**src/rtl/fp_wb_arbiter_if.sv**
```systemverilog
// Writeback, scoreboard and hazard bus of fp_wb_arbiter.
// FPWB_BYPASS_EN adds the register-file forwarding signals.
interface fp_wb_arbiter_if #(
    parameter int NREQ = 3,
    parameter int AW   = 5,
    parameter int DW   = 64
);
    logic [NREQ-1:0]    req_valid;
    logic [NREQ*AW-1:0] req_addr;
    logic [NREQ*DW-1:0] req_data;
    logic [NREQ-1:0]    req_grant;
    logic               iss_valid;
    logic [AW-1:0]      iss_addr;
    logic [AW-1:0]      R_Addr;
    logic [AW-1:0]      S_Addr;
    logic               R_busy;
    logic               S_busy;
    logic               W_En;
    logic [AW-1:0]      W_Addr;
    logic [DW-1:0]      WR;
    logic [31:0]        busy_vec;
`ifdef FPWB_BYPASS_EN
    logic [DW-1:0]      rf_R;
    logic [DW-1:0]      rf_S;
    logic [DW-1:0]      R_fwd;
    logic [DW-1:0]      S_fwd;
`endif

    modport slave (
        input  req_valid, req_addr, req_data,
        input  iss_valid, iss_addr, R_Addr, S_Addr,
`ifdef FPWB_BYPASS_EN
        input  rf_R, rf_S,
        output R_fwd, S_fwd,
`endif
        output req_grant, R_busy, S_busy,
        output W_En, W_Addr, WR, busy_vec
    );

    modport master (
        output req_valid, req_addr, req_data,
        output iss_valid, iss_addr, R_Addr, S_Addr,
`ifdef FPWB_BYPASS_EN
        output rf_R, rf_S,
        input  R_fwd, S_fwd,
`endif
        input  req_grant, R_busy, S_busy,
        input  W_En, W_Addr, WR, busy_vec
    );
endinterface

```
**src/rtl/fp_wb_arbiter.sv**
```systemverilog
// FP register-file writeback: round-robin arbiter, registered write
// port, pending-write scoreboard and RAW hazard flags.
// Optional read forwarding is enabled with FPWB_BYPASS_EN.
module fp_wb_arbiter #(
    parameter int NREQ = 3,
    parameter int AW   = 5,
    parameter int DW   = 64
) (
    input logic             clk,
    input logic             rst_n,
    fp_wb_arbiter_if.slave  bus
);
    localparam int PW = (NREQ > 1) ? $clog2(NREQ) : 1;

    logic [PW-1:0]   ptr_q, ptr_d;
    logic            w_en_q, w_en_d;
    logic [AW-1:0]   w_addr_q, w_addr_d;
    logic [DW-1:0]   wr_q, wr_d;
    logic [31:0]     busy_q, busy_d;

    logic [NREQ-1:0] grant;
    logic [PW-1:0]   gidx;
    logic            found;
    int              idx;

    // Round-robin search from the pointer; reset masks every grant
    always_comb begin
        grant = '0;
        gidx  = '0;
        found = 1'b0;
        idx   = 0;
        for (int k = 0; k < NREQ; k++) begin
            idx = int'(ptr_q) + k;
            if (idx >= NREQ) idx = idx - NREQ;
            if (!found && bus.req_valid[idx]) begin
                found      = 1'b1;
                grant[idx] = 1'b1;
                gidx       = PW'(idx);
            end
        end
        if (!rst_n) begin
            grant = '0;
            found = 1'b0;
        end
    end

    // Next pointer, write stage and scoreboard; a set beats a clear
    always_comb begin
        ptr_d    = ptr_q;
        w_en_d   = found;
        w_addr_d = w_addr_q;
        wr_d     = wr_q;
        busy_d   = busy_q;
        if (found) begin
            ptr_d    = (gidx == PW'(NREQ - 1)) ? '0 : PW'(gidx + 1'b1);
            w_addr_d = bus.req_addr[int'(gidx)*AW +: AW];
            wr_d     = bus.req_data[int'(gidx)*DW +: DW];
        end
        if (w_en_q) busy_d[w_addr_q] = 1'b0;
        if (bus.iss_valid) busy_d[bus.iss_addr] = 1'b1;
    end

    // State registers with synchronous active-low reset
    always_ff @(posedge clk) begin
        if (!rst_n) begin
            ptr_q    <= '0;
            w_en_q   <= 1'b0;
            w_addr_q <= '0;
            wr_q     <= '0;
            busy_q   <= '0;
        end else begin
            ptr_q    <= ptr_d;
            w_en_q   <= w_en_d;
            w_addr_q <= w_addr_d;
            wr_q     <= wr_d;
            busy_q   <= busy_d;
        end
    end

    assign bus.req_grant = grant;
    assign bus.W_En      = w_en_q;
    assign bus.W_Addr    = w_addr_q;
    assign bus.WR        = wr_q;
    assign bus.busy_vec  = busy_q;

`ifdef FPWB_BYPASS_EN
    logic r_hit, s_hit, r_set, s_set;

    assign r_hit = w_en_q && (w_addr_q == bus.R_Addr);
    assign s_hit = w_en_q && (w_addr_q == bus.S_Addr);
    assign r_set = bus.iss_valid && (bus.iss_addr == bus.R_Addr);
    assign s_set = bus.iss_valid && (bus.iss_addr == bus.S_Addr);

    assign bus.R_fwd  = r_hit ? wr_q : bus.rf_R;
    assign bus.S_fwd  = s_hit ? wr_q : bus.rf_S;
    assign bus.R_busy = busy_q[bus.R_Addr] & ~(r_hit & ~r_set);
    assign bus.S_busy = busy_q[bus.S_Addr] & ~(s_hit & ~s_set);
`else
    assign bus.R_busy = busy_q[bus.R_Addr];
    assign bus.S_busy = busy_q[bus.S_Addr];
`endif
endmodule

```
**src/flat_wrapper.sv**
```systemverilog
// flat-port wrapper written by rule: the top's interface ports become plain ports
module fp_wb_arbiter_flat 
#(
    parameter int NREQ = 3,
    parameter int AW   = 5,
    parameter int DW   = 64
)
  (clk, rst_n, bus_req_valid, bus_req_addr, bus_req_data, bus_iss_valid, bus_iss_addr, bus_R_Addr, bus_S_Addr, bus_req_grant, bus_R_busy, bus_S_busy, bus_W_En, bus_W_Addr, bus_WR, bus_busy_vec);
  fp_wb_arbiter_if #(.NREQ(NREQ), .AW(AW), .DW(DW)) bus_i ();
  input logic clk;
  input logic rst_n;
  input wire logic [$bits(bus_i.req_valid)-1:0] bus_req_valid;
  input wire logic [$bits(bus_i.req_addr)-1:0] bus_req_addr;
  input wire logic [$bits(bus_i.req_data)-1:0] bus_req_data;
  input wire logic [$bits(bus_i.iss_valid)-1:0] bus_iss_valid;
  input wire logic [$bits(bus_i.iss_addr)-1:0] bus_iss_addr;
  input wire logic [$bits(bus_i.R_Addr)-1:0] bus_R_Addr;
  input wire logic [$bits(bus_i.S_Addr)-1:0] bus_S_Addr;
  output wire logic [$bits(bus_i.req_grant)-1:0] bus_req_grant;
  output wire logic [$bits(bus_i.R_busy)-1:0] bus_R_busy;
  output wire logic [$bits(bus_i.S_busy)-1:0] bus_S_busy;
  output wire logic [$bits(bus_i.W_En)-1:0] bus_W_En;
  output wire logic [$bits(bus_i.W_Addr)-1:0] bus_W_Addr;
  output wire logic [$bits(bus_i.WR)-1:0] bus_WR;
  output wire logic [$bits(bus_i.busy_vec)-1:0] bus_busy_vec;
  assign bus_i.req_valid = bus_req_valid;
  assign bus_i.req_addr = bus_req_addr;
  assign bus_i.req_data = bus_req_data;
  assign bus_i.iss_valid = bus_iss_valid;
  assign bus_i.iss_addr = bus_iss_addr;
  assign bus_i.R_Addr = bus_R_Addr;
  assign bus_i.S_Addr = bus_S_Addr;
  assign bus_req_grant = bus_i.req_grant;
  assign bus_R_busy = bus_i.R_busy;
  assign bus_S_busy = bus_i.S_busy;
  assign bus_W_En = bus_i.W_En;
  assign bus_W_Addr = bus_i.W_Addr;
  assign bus_WR = bus_i.WR;
  assign bus_busy_vec = bus_i.busy_vec;
  fp_wb_arbiter #(.NREQ(NREQ), .AW(AW), .DW(DW)) u_core (.clk(clk), .rst_n(rst_n), .bus(bus_i));
endmodule
```
**config.mk**
```make
export PLATFORM = sky130hd
export DESIGN_NAME = fp_wb_arbiter_flat
export DESIGN_NICKNAME = d
export VERILOG_FILES = /design/src/rtl/fp_wb_arbiter_if.sv /design/src/rtl/fp_wb_arbiter.sv /design/src/flat_wrapper.sv
export SDC_FILE = /design/constraint.sdc
export NUM_CORES = 1
export LEC_CHECK = 0
export CAP_MARGIN = 0
export CORE_MARGIN = 2
export CORE_UTILIZATION = 25
export DETAILED_ROUTE_END_ITERATION = 16
export GPL_TIMING_DRIVEN = 0
export SETUP_SLACK_MARGIN = 0.2
export SLEW_MARGIN = 15
export SYNTH_ARGS = -nofsm -noshare
export SYNTH_HDL_FRONTEND = slang
export SYNTH_SLANG_ARGS = --single-unit
```
**constraint.sdc**
```tcl
create_clock -name clk -period 2.5 [get_ports clk]
set_clock_uncertainty 0.2 [all_clocks]
set_input_delay 0.5 -clock clk [delete_from_list [all_inputs] [get_ports clk]]
set_output_delay 0.5 -clock clk [all_outputs]
set_load 0.005 [all_outputs]
```
# Word level (Yosys, flattened, before mapping)

Index checks and enable logic that the tools add are counted.

Flip-flop bits (word level): 104
Latch bits: 0
RAM bits: 0
Bits in read-only memories: 0
Bits of input ports: 228
Output and inout port bits: 107
Logic and storage cells: 84
Memories: 0

$add $sub $neg: 6
Multipliers: 1
Divide/modulo/power cells: 0
Order comparisons: 15
Equal/unequal tests: 1
Shift-type cells: 2
Mux-type cells: 40
Bitwise logic cells: 5
Reduce and logical (&&, ||, !) cells: 9

Operators with widths:

| kind                    | number |
|---|---|
| $shiftx A192 B9 Y64     | 1 |
| $mux W32                | 5 |
| $ge A32 B1 Y1 const B   | 3 |
| $lt A32 B4 Y1 const B   | 3 |
| $ge A32 B3 Y1 const B   | 2 |
| $sub A32 B3 Y32 const B | 2 |
| $and A32 B32 Y32        | 1 |
| $not A32 Y32            | 1 |
| $or A32 B32 Y32         | 1 |
| $shiftx A15 B32 Y5      | 1 |
| $lt A5 B6 Y1 const B    | 4 |
| $mux W1                 | 17 |
| $mux W3                 | 4 |
| $bmux W1 S5             | 2 |
| $demux W1 S5            | 2 |
| $ge A5 B1 Y1 const B    | 2 |
| $mux W2                 | 4 |
| $logic_and A1 B1 Y1     | 7 |
| $bmux W1 S2             | 3 |
| $demux W1 S2            | 3 |
| $or A3 B3 Y3            | 2 |
| $mul A2 B3 Y5 const B   | 1 |
| $add A2 B1 Y3 const B   | 1 |
| $add A2 B2 Y3 const B   | 1 |
| 5 further kinds         | 6 |

# Logic depth before layout (Yosys ltp)

Depth in word-level cells: 14
Depth in mapped cells: 12
Depth with buffers taken out: 9

# Worst setup path after synthesis

No wires, ideal clock.

Path kind: input to output
Start point: input port bus_R_Addr[0]
End point: output port bus_R_busy
Data arrival time: 1.972 ns
Required time: 1.800 ns
Slack: -0.172 ns
Stages on the path: 4
Path buffers: 1
Cells stage by stage: buf_2 mux4_2 mux4_2 mux2_2

Longest elaborated chain between the ends: 2

Ends and longest elaborated chain:

| what                          | line                | RTL |
|---|---|---|
| from (decl)                   | flat_wrapper.sv:17  | `input wire logic [$bits(bus_i.R_Addr)-1:0] bus_R_Addr;` |
| $bmux W1 S5                   | fp_wb_arbiter.sv:99 | `assign bus.R_busy = busy_q[bus.R_Addr];` |
| $mux W1 (implied by the code) | fp_wb_arbiter.sv:99 |  |
| to (decl)                     | flat_wrapper.sv:20  | `output wire logic [$bits(bus_i.R_busy)-1:0] bus_R_busy;` |

Every way passes these cells. The select of a mux whose other input is x is not followed.

# Worst setup path after layout

Start point: register u_core.busy_q[31], in the netlist u_core.bus.busy_vec[31]
End point: output port bus_S_busy

Longest elaborated chain between the ends: 2

Ends and longest elaborated chain:

| what                          | line                 | RTL |
|---|---|---|
| from (decl)                   | fp_wb_arbiter.sv:19  | `logic [31:0] busy_q, busy_d;` |
| from (signal assigned)        | fp_wb_arbiter.sv:76  | `busy_q <= busy_d;` |
| $bmux W1 S5                   | fp_wb_arbiter.sv:100 | `assign bus.S_busy = busy_q[bus.S_Addr];` |
| $mux W1 (implied by the code) | fp_wb_arbiter.sv:100 |  |
| to (decl)                     | flat_wrapper.sv:21   | `output wire logic [$bits(bus_i.S_busy)-1:0] bus_S_busy;` |

Every way passes these cells. The select of a mux whose other input is x is not followed.

==> impl_metrics.json <==
{
  "status": "complete, but fails checks",
  "violations": "setup timing",
  "drive_gt1_share_pct": 29.2,
  "grt_max_degree": 19,
  "clk_pin_slew_ns": 0.08,
  "numCtsBuffers": 9,
  "tns_ns": -2.36,
  "htree_levels": 3,
  "max_freq_ghz": 0.363,
  "die-area_sq_um": 23500,
  "synth_top_area_cell": "dfxtp_1",
  "routedWlPerCell_um": 20.7,
  "areaGrowthSynthToFinish_pct": 105,
  "endpoint_kind": "output pin",
  "synth_seq_cells": 104,
  "grt-ovfl-total": 0,
  "cellLeakagePower_nw": 4.08,
  "clkSinkCount": 104,
  "finalCritPeriodShare_pct": 110,
  "critical-path-slowest-cell": "mux4_2",
  "period_needed_ns": 2.76,
  "cts-root-buf": "clkbuf_16",
  "regToRegStartpoint": "u_core.ptr_q[1]",
  "cp_common_cell": "mux4_2",
  "worstPathArrival_ns": 2.06,
  "io_pins": 335,
  "rsz0062_at_grt": "true",
  "antenna_cells": 0,
  "drv_cap": 0,
  "clk_latency_ns": 0.35,
  "antenna_found_initial": 1,
  "fp.dieW_um": 153,
  "dp_slack_ns": -1.05,
  "cts_tree": "yes",
  "fin_ws_ns": -0.256,
  "worstSetupStartpointType": "flop",
  "postPlaceCellArea_sq_um": 9320,
  "reg2reg_depth": 13,
  "avgSynthCellArea_sq_um": 9.72,
  "hold-path-cell-count": 2,
  "drt_iter0_drc": 302,
  "synth_top_cell_area_share_pct": 37.3,
  "fillers": 2012,
  "ant_nets": 0,
  "die_h_um": 153,
  "path_cells": "mux4_2 > mux4_2 > mux2_4 > buf_6",
  "setup_violations": 50,
  "crit_path_start": "u_core.bus.busy_vec[31]",
  "tightest_slew_ns": 1.20,
  "synth_ff_type": "dfxtp_1",
  "wirelength_mm": 26.2,
  "grt_first_pass_wirelength_mm": 37.3,
  "final_nets": 1209,
  "vias_per_cell": 4.97,
  "fin_util_pct": 52.3,
  "worst_hold_path_type": "flop to flop",
  "synthCells": 574,
  "max_stage_delay_ns": 0.50,
  "required_ns": 1.80,
  "syn_nets": 806,
  "dr.pass1.iters": 7,
  "hold_start": "u_core.bus.WR[54]",
  "crit_fanout": 4,
  "drc_errors": 0,
  "netlist_area_sq_um": 5580,
  "hpwl_mm": 18.8,
  "max_slew_margin_pct": 19.9,
  "place_congestion": 0.816,
  "cts_buffer_depth": 2,
  "design_area_sq_um": 11400,
  "hold_viol": 0,
  "ys_warn_count": 0,
  "drv_slew": 0,
  "synth_edf_count": 0,
  "core-area_sq_um": 21900,
  "synth-async-reset-ratio_pct": 0,
  "grt_pass1_vias": 6363,
  "ys_types": 46,
  "port_buffers": 330,
  "critical_path_class": "flop to output pin",
  "p_per_area_nw_per_um2": 1050,
  "rows": 54,
  "via_count": 6276,
  "ys_top_cells_by_area": "dfxtp_1 (37%), mux2i_1 (13%), a22oi_1 (9.3%)",
  "vdd_drop_max_mv": 0.451,
  "grtUsageTotal_pct": 20.4,
  "yosysSeqAreaShare_pct": 37.3,
  "initial_core_util_pct": 25.5
}
[stage by stage]
step	power, mW	cells	hold slack [ns]
final	12.0	1262	0.258
after global routing	12.7	1262	0.296
after CTS	10.4	1228	0.262
after detailed placement	7.62	1184	0.254
after global placement	7.62	1184	0.249
after floorplan	5.18	574	0.247
[where the power goes]
group | switching (mW) | internal, mW | total, mW
combinational | 3.15 | 4.77 | 7.92
clock | 0.701 | 0.690 | 1.39
sequential | 0.449 | 2.29 | 2.74
[final timing paths]
| kind | end | slack [ns] |
|---|---|---|
| worst max-delay path | bus_S_busy | -0.26 |
| worst min-delay path | u_core.bus.WR[54] | 0.26 |
| worst max register to register | u_core.bus.WR[53] | -0.07 |
| worst min register to register | u_core.bus.WR[54] | 0.26 |
[sequential cells by signal (all words and copies together) (netlist names)]
| signal | cells |
|---|---|
| u_core.bus.W_En | 1 |
| u_core.bus.busy_vec | 32 |
| u_core.ptr_q | 2 |
| u_core.bus.WR | 64 |
| u_core.bus.W_Addr | 5 |
[critical path: cells and delay by family (launching register included)]
| kind | cells | cell delay, ns |
|---|---|---|
| DFF | 1 | 0.36 |
| muxes | 3 | 1.25 |
| buffers and inverters | 1 | 0.11 |
[cells in the final DEF, fill, tap and decap left out, types with 3 or more instances in the layout]
cell,count
a21oi_1,35
a22oi_1,22
a22oi_2,47
and3b_1,3
buf_12,18
buf_16,3
buf_2,5
buf_4,20
buf_6,28
buf_8,8
clkbuf_1,8
clkbuf_16,24
clkbuf_2,7
clkdlybuf4s50_1,323
dfxtp_1,95
dfxtp_2,7
inv_6,3
mux2_4,4
mux2i_1,39
mux2i_2,15
mux2i_4,20
mux4_2,20
nand2_1,41
nand2b_1,3
nand3_1,3
nand3b_1,6
nor2_1,7
nor3b_1,5
o21ai_0,35
o21ai_1,49
o21ai_2,20
[per-layer routing]
metal / GRT usage [%] / wire length [um]
met4: 5.94 / 583
met2: 35.9 / 13200
met5: 0 / 11
met1: 23.7 / 10200
met3: 6.63 / 2170
[synth_stat cells, types with 6 or more instances]
cell / n
a21oi_1: 36
nor2_1: 8
nand2_1: 42
clkbuf_1: 19
a22oi_1: 69
dfxtp_1: 104
o21ai_2: 20
mux4_2: 20
buf_2: 16
nand3b_1: 6
mux2i_1: 74
o21ai_0: 84
[timing repair]
action,in CTS,in global routing
gates cloned,5,9
hold buffers,0,0
endpoints found under the setup margin,75,75
resized for setup,183,146
buffers inserted,23,25
endpoints found under the hold margin,0,0
pin swaps,14,36
[cells by family (layout without fill, tap and decap cells)]
| kind of cell | after synthesis | after routing | share of synthesized area, % |
|---|---|---|---|
| AO/OA/AOI/OAI | 223 | 223 | 25.2 |
| AND/OR/NAND/NOR | 91 | 91 | 8.97 |
| adder cells (fa/ha/maj) | 4 | 4 | 0.897 |
| buffers and inverters | 53 | 461 | 5.14 |
| multiplexers | 99 | 99 | 22.5 |
| flip-flops | 104 | 104 | 37.3 |
[area by class of cell]
class	count	area (sq um)	share of cell area (%)
clock inverter	7	55.1	0.481
inverter	7	36.3	0.317
timing repair buffer	392	4120	36.0
tap	280	350	3.06
clock buffer	9	225	1.97
multi-input combinational	417	3920	34.3
sequential	104	2100	18.3
buffer	46	632	5.52
Power figures use the tool's default switching activity.
